File: src/rtl/output_port_arbiter_if.sv
// output_port_arbiter_if
//   Bundles the request side (input buffers -> arbiter) and the link side
//   (arbiter -> neighbouring router/NIC) of one output port.
//   req      : per-requester request, flit valid for the internal VC
//   req_data : requester i flit in bits [i*DATA_WIDTH +: DATA_WIDTH]
//   gnt      : one-hot combinational grant, requester pops on that edge
//   so       : send-out, external-VC slot holds a flit
//   ri       : downstream ready for the current external VC
//   do_flit  : external-VC slot flit ("do" is a reserved word in SV)
//   Modports: master = arbiter side, slave = requesters/link partner side.
interface output_port_arbiter_if #(
    parameter int DATA_WIDTH = 64,
    parameter int NUM_REQ    = 4
);
    logic [NUM_REQ-1:0]            req;
    logic [NUM_REQ*DATA_WIDTH-1:0] req_data;
    logic [NUM_REQ-1:0]            gnt;
    logic                          so;
    logic                          ri;
    logic [DATA_WIDTH-1:0]         do_flit;

    modport master (input req, req_data, ri, output gnt, so, do_flit);
    modport slave  (output req, req_data, ri, input gnt, so, do_flit);
endinterface

File: src/rtl/output_port_arbiter.sv
// output_port_arbiter
//   Round-robin arbiter plus two-VC (even/odd) output buffer for one router
//   output link. polarity selects which slot is internal (filled by grants)
//   and which is external (drained over the so/ri handshake):
//   iv = polarity, ev = ~polarity.
//   Ports:
//     clk, reset : clock, synchronous active-high reset
//     polarity   : global VC phase
//     bus        : output_port_arbiter_if.master (req/req_data/gnt, so/ri/do_flit)
//     pkt_cnt    : 16-bit wrapping count of so&&ri transfers, only present
//                  when OUTPUT_PORT_ARB_PKT_CNT_EN is defined
module output_port_arbiter #(
    parameter int DATA_WIDTH = 64,
    parameter int NUM_REQ    = 4
) (
    input  logic                  clk,
    input  logic                  reset,
    input  logic                  polarity,
    output_port_arbiter_if.master bus
`ifdef OUTPUT_PORT_ARB_PKT_CNT_EN
    ,
    output logic [15:0]           pkt_cnt
`endif
);
    localparam int          PW = $clog2(NUM_REQ);
    localparam int unsigned NR = NUM_REQ;

    logic [1:0]                 full_q, full_d;
    logic [1:0][DATA_WIDTH-1:0] data_q, data_d;
    logic [1:0][PW-1:0]         ptr_q, ptr_d;

    logic               iv, ev;
    logic               found;
    logic [PW-1:0]      win;
    logic [PW-1:0]      idx;
    logic [NUM_REQ-1:0] gnt_c;

`ifdef OUTPUT_PORT_ARB_PKT_CNT_EN
    logic [15:0] pkt_cnt_q, pkt_cnt_d;
`endif

    always_comb begin
        iv     = polarity;
        ev     = ~polarity;
        found  = 1'b0;
        win    = '0;
        idx    = '0;
        gnt_c  = '0;
        full_d = full_q;
        data_d = data_q;
        ptr_d  = ptr_q;

        // Rotating search from the internal VC's pointer; first hit wins.
        if (!reset && !full_q[iv]) begin
            for (int unsigned off = 0; off < NR; off++) begin
                idx = PW'((32'(ptr_q[iv]) + off) % NR);
                if (!found && bus.req[idx]) begin
                    found = 1'b1;
                    win   = idx;
                end
            end
        end

        if (found) begin
            gnt_c[win]  = 1'b1;
            full_d[iv]  = 1'b1;
            data_d[iv]  = bus.req_data[32'(win)*DATA_WIDTH +: DATA_WIDTH];
            ptr_d[iv]   = (32'(win) == NR - 1) ? '0 : PW'(win + 1'b1);
        end

        // Drain touches the other slot, so it never conflicts with the fill.
        if (full_q[ev] && bus.ri) begin
            full_d[ev] = 1'b0;
        end

`ifdef OUTPUT_PORT_ARB_PKT_CNT_EN
        pkt_cnt_d = pkt_cnt_q;
        if (full_q[ev] && bus.ri) begin
            pkt_cnt_d = pkt_cnt_q + 16'd1;
        end
`endif
    end

    always_ff @(posedge clk) begin
        if (reset) begin
            full_q    <= '0;
            data_q    <= '0;
            ptr_q     <= '0;
`ifdef OUTPUT_PORT_ARB_PKT_CNT_EN
            pkt_cnt_q <= '0;
`endif
        end else begin
            full_q    <= full_d;
            data_q    <= data_d;
            ptr_q     <= ptr_d;
`ifdef OUTPUT_PORT_ARB_PKT_CNT_EN
            pkt_cnt_q <= pkt_cnt_d;
`endif
        end
    end

    assign bus.gnt     = gnt_c;
    assign bus.so      = full_q[ev];
    assign bus.do_flit = data_q[ev];

`ifdef OUTPUT_PORT_ARB_PKT_CNT_EN
    assign pkt_cnt = pkt_cnt_q;
`endif
endmodule

File: src/flat_wrapper.sv
// flat-port wrapper written by rule: the top's interface ports become plain ports
module output_port_arbiter_flat 
#(
    parameter int DATA_WIDTH = 64,
    parameter int NUM_REQ    = 4
)
  (clk, reset, polarity, bus_req, bus_req_data, bus_ri, bus_gnt, bus_so, bus_do_flit);
  output_port_arbiter_if #(.DATA_WIDTH(DATA_WIDTH), .NUM_REQ(NUM_REQ)) bus_i ();
  input  logic clk;
  input  logic reset;
  input  logic polarity;
  input wire logic [$bits(bus_i.req)-1:0] bus_req;
  input wire logic [$bits(bus_i.req_data)-1:0] bus_req_data;
  input wire logic [$bits(bus_i.ri)-1:0] bus_ri;
  output wire logic [$bits(bus_i.gnt)-1:0] bus_gnt;
  output wire logic [$bits(bus_i.so)-1:0] bus_so;
  output wire logic [$bits(bus_i.do_flit)-1:0] bus_do_flit;
  assign bus_i.req = bus_req;
  assign bus_i.req_data = bus_req_data;
  assign bus_i.ri = bus_ri;
  assign bus_gnt = bus_i.gnt;
  assign bus_so = bus_i.so;
  assign bus_do_flit = bus_i.do_flit;
  output_port_arbiter #(.DATA_WIDTH(DATA_WIDTH), .NUM_REQ(NUM_REQ)) u_core (.clk(clk), .reset(reset), .polarity(polarity), .bus(bus_i));
endmodule
File: config.mk
export PLATFORM = sky130hd
export DESIGN_NAME = output_port_arbiter_flat
export DESIGN_NICKNAME = d
export VERILOG_FILES = /design/src/rtl/output_port_arbiter_if.sv /design/src/rtl/output_port_arbiter.sv /design/src/flat_wrapper.sv
export SDC_FILE = /design/constraint.sdc
export NUM_CORES = 1
export LEC_CHECK = 0
export ABC_AREA = 1
export BUFFER_PORTS_ARGS = -buffer_cell sky130_fd_sc_hd__buf_2
export CAP_MARGIN = 20
export CORE_UTILIZATION = 45
export CTS_CLUSTER_DIAMETER = 120
export DETAILED_ROUTE_END_ITERATION = 10
export PLACE_DENSITY = 0.73
export SETUP_SLACK_MARGIN = 0.2
export SYNTH_ARGS = -nofsm -noshare
export SYNTH_HDL_FRONTEND = slang
export SYNTH_SLANG_ARGS = --single-unit
File: constraint.sdc
create_clock -name clk -period 4.01 [get_ports clk]
set_input_delay 0.802 -clock clk [delete_from_list [all_inputs] [get_ports clk]]
set_output_delay 0.802 -clock clk [all_outputs]
set_load 0.02 [all_outputs]
==> results_dict.tcl <==
set metrics [dict create \
    status "completed" \
    clock-sinks 134 \
    cts_max_level 4 \
    fin_area_um2 12000 \
    cpPeakStageDelay_ns 0.30 \
    setup_viol 0 \
    period_needed_ns 3.36 \
    die_w_um 149 \
    hold_violations 0 \
    port_buffers 332 \
    first_pass_iters 5 \
    critPathArrivalTime_ns 2.56 \
    met1_usage_pct 32.2 \
    place_area_um2 11500 \
    yosysWarnings 0 \
    fin_worst_skew_ns 0.00933 \
    grt.overflow.total 0 \
    slew_headroom_pct 39.9 \
    timing.critical_path.cells "buf_4 -> buf_4 -> nor2_1 -> nor3_1 -> inv_1 -> nor2_4 -> nand2_4 -> inv_1 -> ha_1 -> inv_1 -> nor2_1 -> buf_2" \
    nNetsFinal 2297 \
    start_kind "input port" \
    syn_inst 1771 \
    ys_ff_latch 134 \
    setup_tns_ns 0 \
    cts_inserted_buffers 17 \
    crit_start "polarity" \
    slew_viol_final 0 \
    gr-usage-all-layers_pct 27.1 \
    grt_max_degree 130 \
    postCtsSetupRepairBufs 0 \
    power_leakage_uw 0.00742 \
    power_density_nw_per_um2 364 \
    critPathSlowestCell "buf_4" \
    cts_buffer_depth 2 \
    min_path_type "reg -> reg" \
    dieArea_um2 22300 \
    seq_area_frac_synth_pct 27.5 \
    core_um2 21200 \
    ctsResizeCount 0 \
    grt_pass1_vias 10100 \
    cts_tree "built" \
    crit_path_frequent_cell "inv_1" \
    layout_common_cells "533 x inv_1, 394 x nand3_1, 360 x nand2_1" \
    cts-root-buf "clkbuf_16" \
    drt_wl_total_um 29800 \
    worst-path-max-fanout 31 \
    synth.area.top_cells "dfxtp_1 27%, inv_1 21%, nand3_1 20%" \
    gp_congestion 0.849 \
    start_util_pct 46.2 \
    final_util_pct 56.9 \
    critPathKind "in -> out" \
    layoutNonFillerInstCount 2316 \
    area_growth_syn_to_layout_pct 23.3 \
    ios 333 \
    end_kind "primary output" \
    min_from "u_core.full_q[0]$_SDFF_PP0_" \
    use_met2_pct 49.1 \
    cp.required_ns 3.21 \
    syn_nets 2039 \
    insertedDiodeCount 0 \
    core.rowCount 53 \
    use_met3_pct 4.92 \
    whs_ns 0.479 \
    drive_gt1_share_pct 19.6 \
    synth.top_cell.area_share_pct 27.5 \
    postRouteAntennaNets 0 \
    ys_types 23 \
    cap_violations 0 \
    critical_path.top_delay_family "buffers and inverters" \
    dp_hpwl_um 20300 \
    clk_latency_ns 0.42 \
    yosys.area.top_type "dfxtp_1" \
    first_iter_violations 626 \
    worst_pin_slew_ns 0.902 \
    clkTransAtPathRegs_ns 0.06 \
    grt.busiest_layer "met2" \
    placed_cells 2285 \
    holdBufCountCts 0 \
    antenna_found_initial 2 \
    via_per_inst 4.81 \
    netlist_area_um2 9760 \
    r2r_start "u_core.ptr_q[2]$_SDFFE_PP0P_" \
    rsz0062_at_grt "false" \
    wl_per_cell_um 12.9 \
    period_share_pct 83.8 \
    syn_area_per_cell_um2 5.51 \
    cp_num_buf_inv 6 \
    fmax_mhz 298 \
    grt_pass1_wl_um 48200 \
    final_common_cell "inv_1" \
    die_h_um 149 \
    drc 0 \
    vias 11100 \
    peakVddDrop_uv 246 \
]
path summary, 6_finish.rpt:
path                            slack (ns)  cells past startpoint                        endpoint
worst min-delay path                  0.48                      2     u_core.full_q[0]$_SDFF_PP0_
worst min register to register        0.48                      2     u_core.full_q[0]$_SDFF_PP0_
worst max register to register        1.30                     17  u_core.data_q[38]$_SDFFE_PP0P_
worst max-delay path                  0.65                     12                      bus_gnt[1]
worst min-delay path, delay by kind of cell, from the launching register on:
family	cells	cell delay (ns)
DFF	1	0.30
AOI/OAI and AO/OA	2	0.12
cell families (layout without fill, tap and decap cells):
| kind of cell | after synthesis | in the layout | share of synthesized area [%] |
|---|---|---|---|
| DFF | 134 | 134 | 27.5 |
| AOI/OAI and AO/OA | 203 | 203 | 10.5 |
| and+or+nand+nor | 781 | 781 | 35.6 |
| adders and majority gates | 4 | 4 | 0.513 |
| buffers and inverters | 649 | 919 | 25.9 |
power by group:
group / leakage, µW / switching (µW) / total (µW) / internal [µW]
combinational: 0.00604 / 898 / 1350 / 449
sequential: 0.00110 / 45.7 / 1500 / 1450
clock: 0.000281 / 592 / 1530 / 943
total: 0.00742 / 1540 / 4380 / 2850
sequential cells by signal, indices dropped and copies added, names as in the netlist:
signal	flops
u_core.ptr_q	4
u_core.data_q	128
u_core.full_q	2
routing by layer:
layer | up-vias | share of wire, %
li1 | 5816 | -
met2 | 415 | 49
met4 | 4 | 1.4
met1 | 4862 | 43
met3 | 36 | 7.2
met5 | - | 0.087
cells in the mapped netlist:
cell / count
nand2_2: 8
nand4_1: 1
nor2_2: 1
a211oi_1: 4
buf_2: 56
nor2_4: 1
ha_1: 4
nor3_1: 1
buf_6: 1
inv_2: 3
nand2_4: 2
buf_4: 4
and2_1: 1
a21oi_1: 131
o21ai_0: 67
nand3_1: 394
a31oi_1: 1
clkbuf_1: 43
nand2_1: 362
inv_1: 534
buf_1: 8
dfxtp_1: 134
nor2_1: 10
stage by stage:
| step | total power, µW | worst slack (ns) |
|---|---|---|
| final | 4380 | 0.650 |
| after global routing | 4660 | 0.432 |
| after detailed placement | 2870 | 0.570 |
| after CTS | 4410 | 0.651 |
| after floorplan | 2460 | 0.655 |
| after global placement | 2850 | 0.696 |
final cells by class:
type                       count  area, µm²
clock inverter                12        129
timing repair buffer         351       1850
sequential                   134       2680
inverter                     537       2020
fill                        2215       9110
clock buffer                  19        453
multi-input combinational    988       4570
tap                          275        344
(Power assumes the default switching activity.)
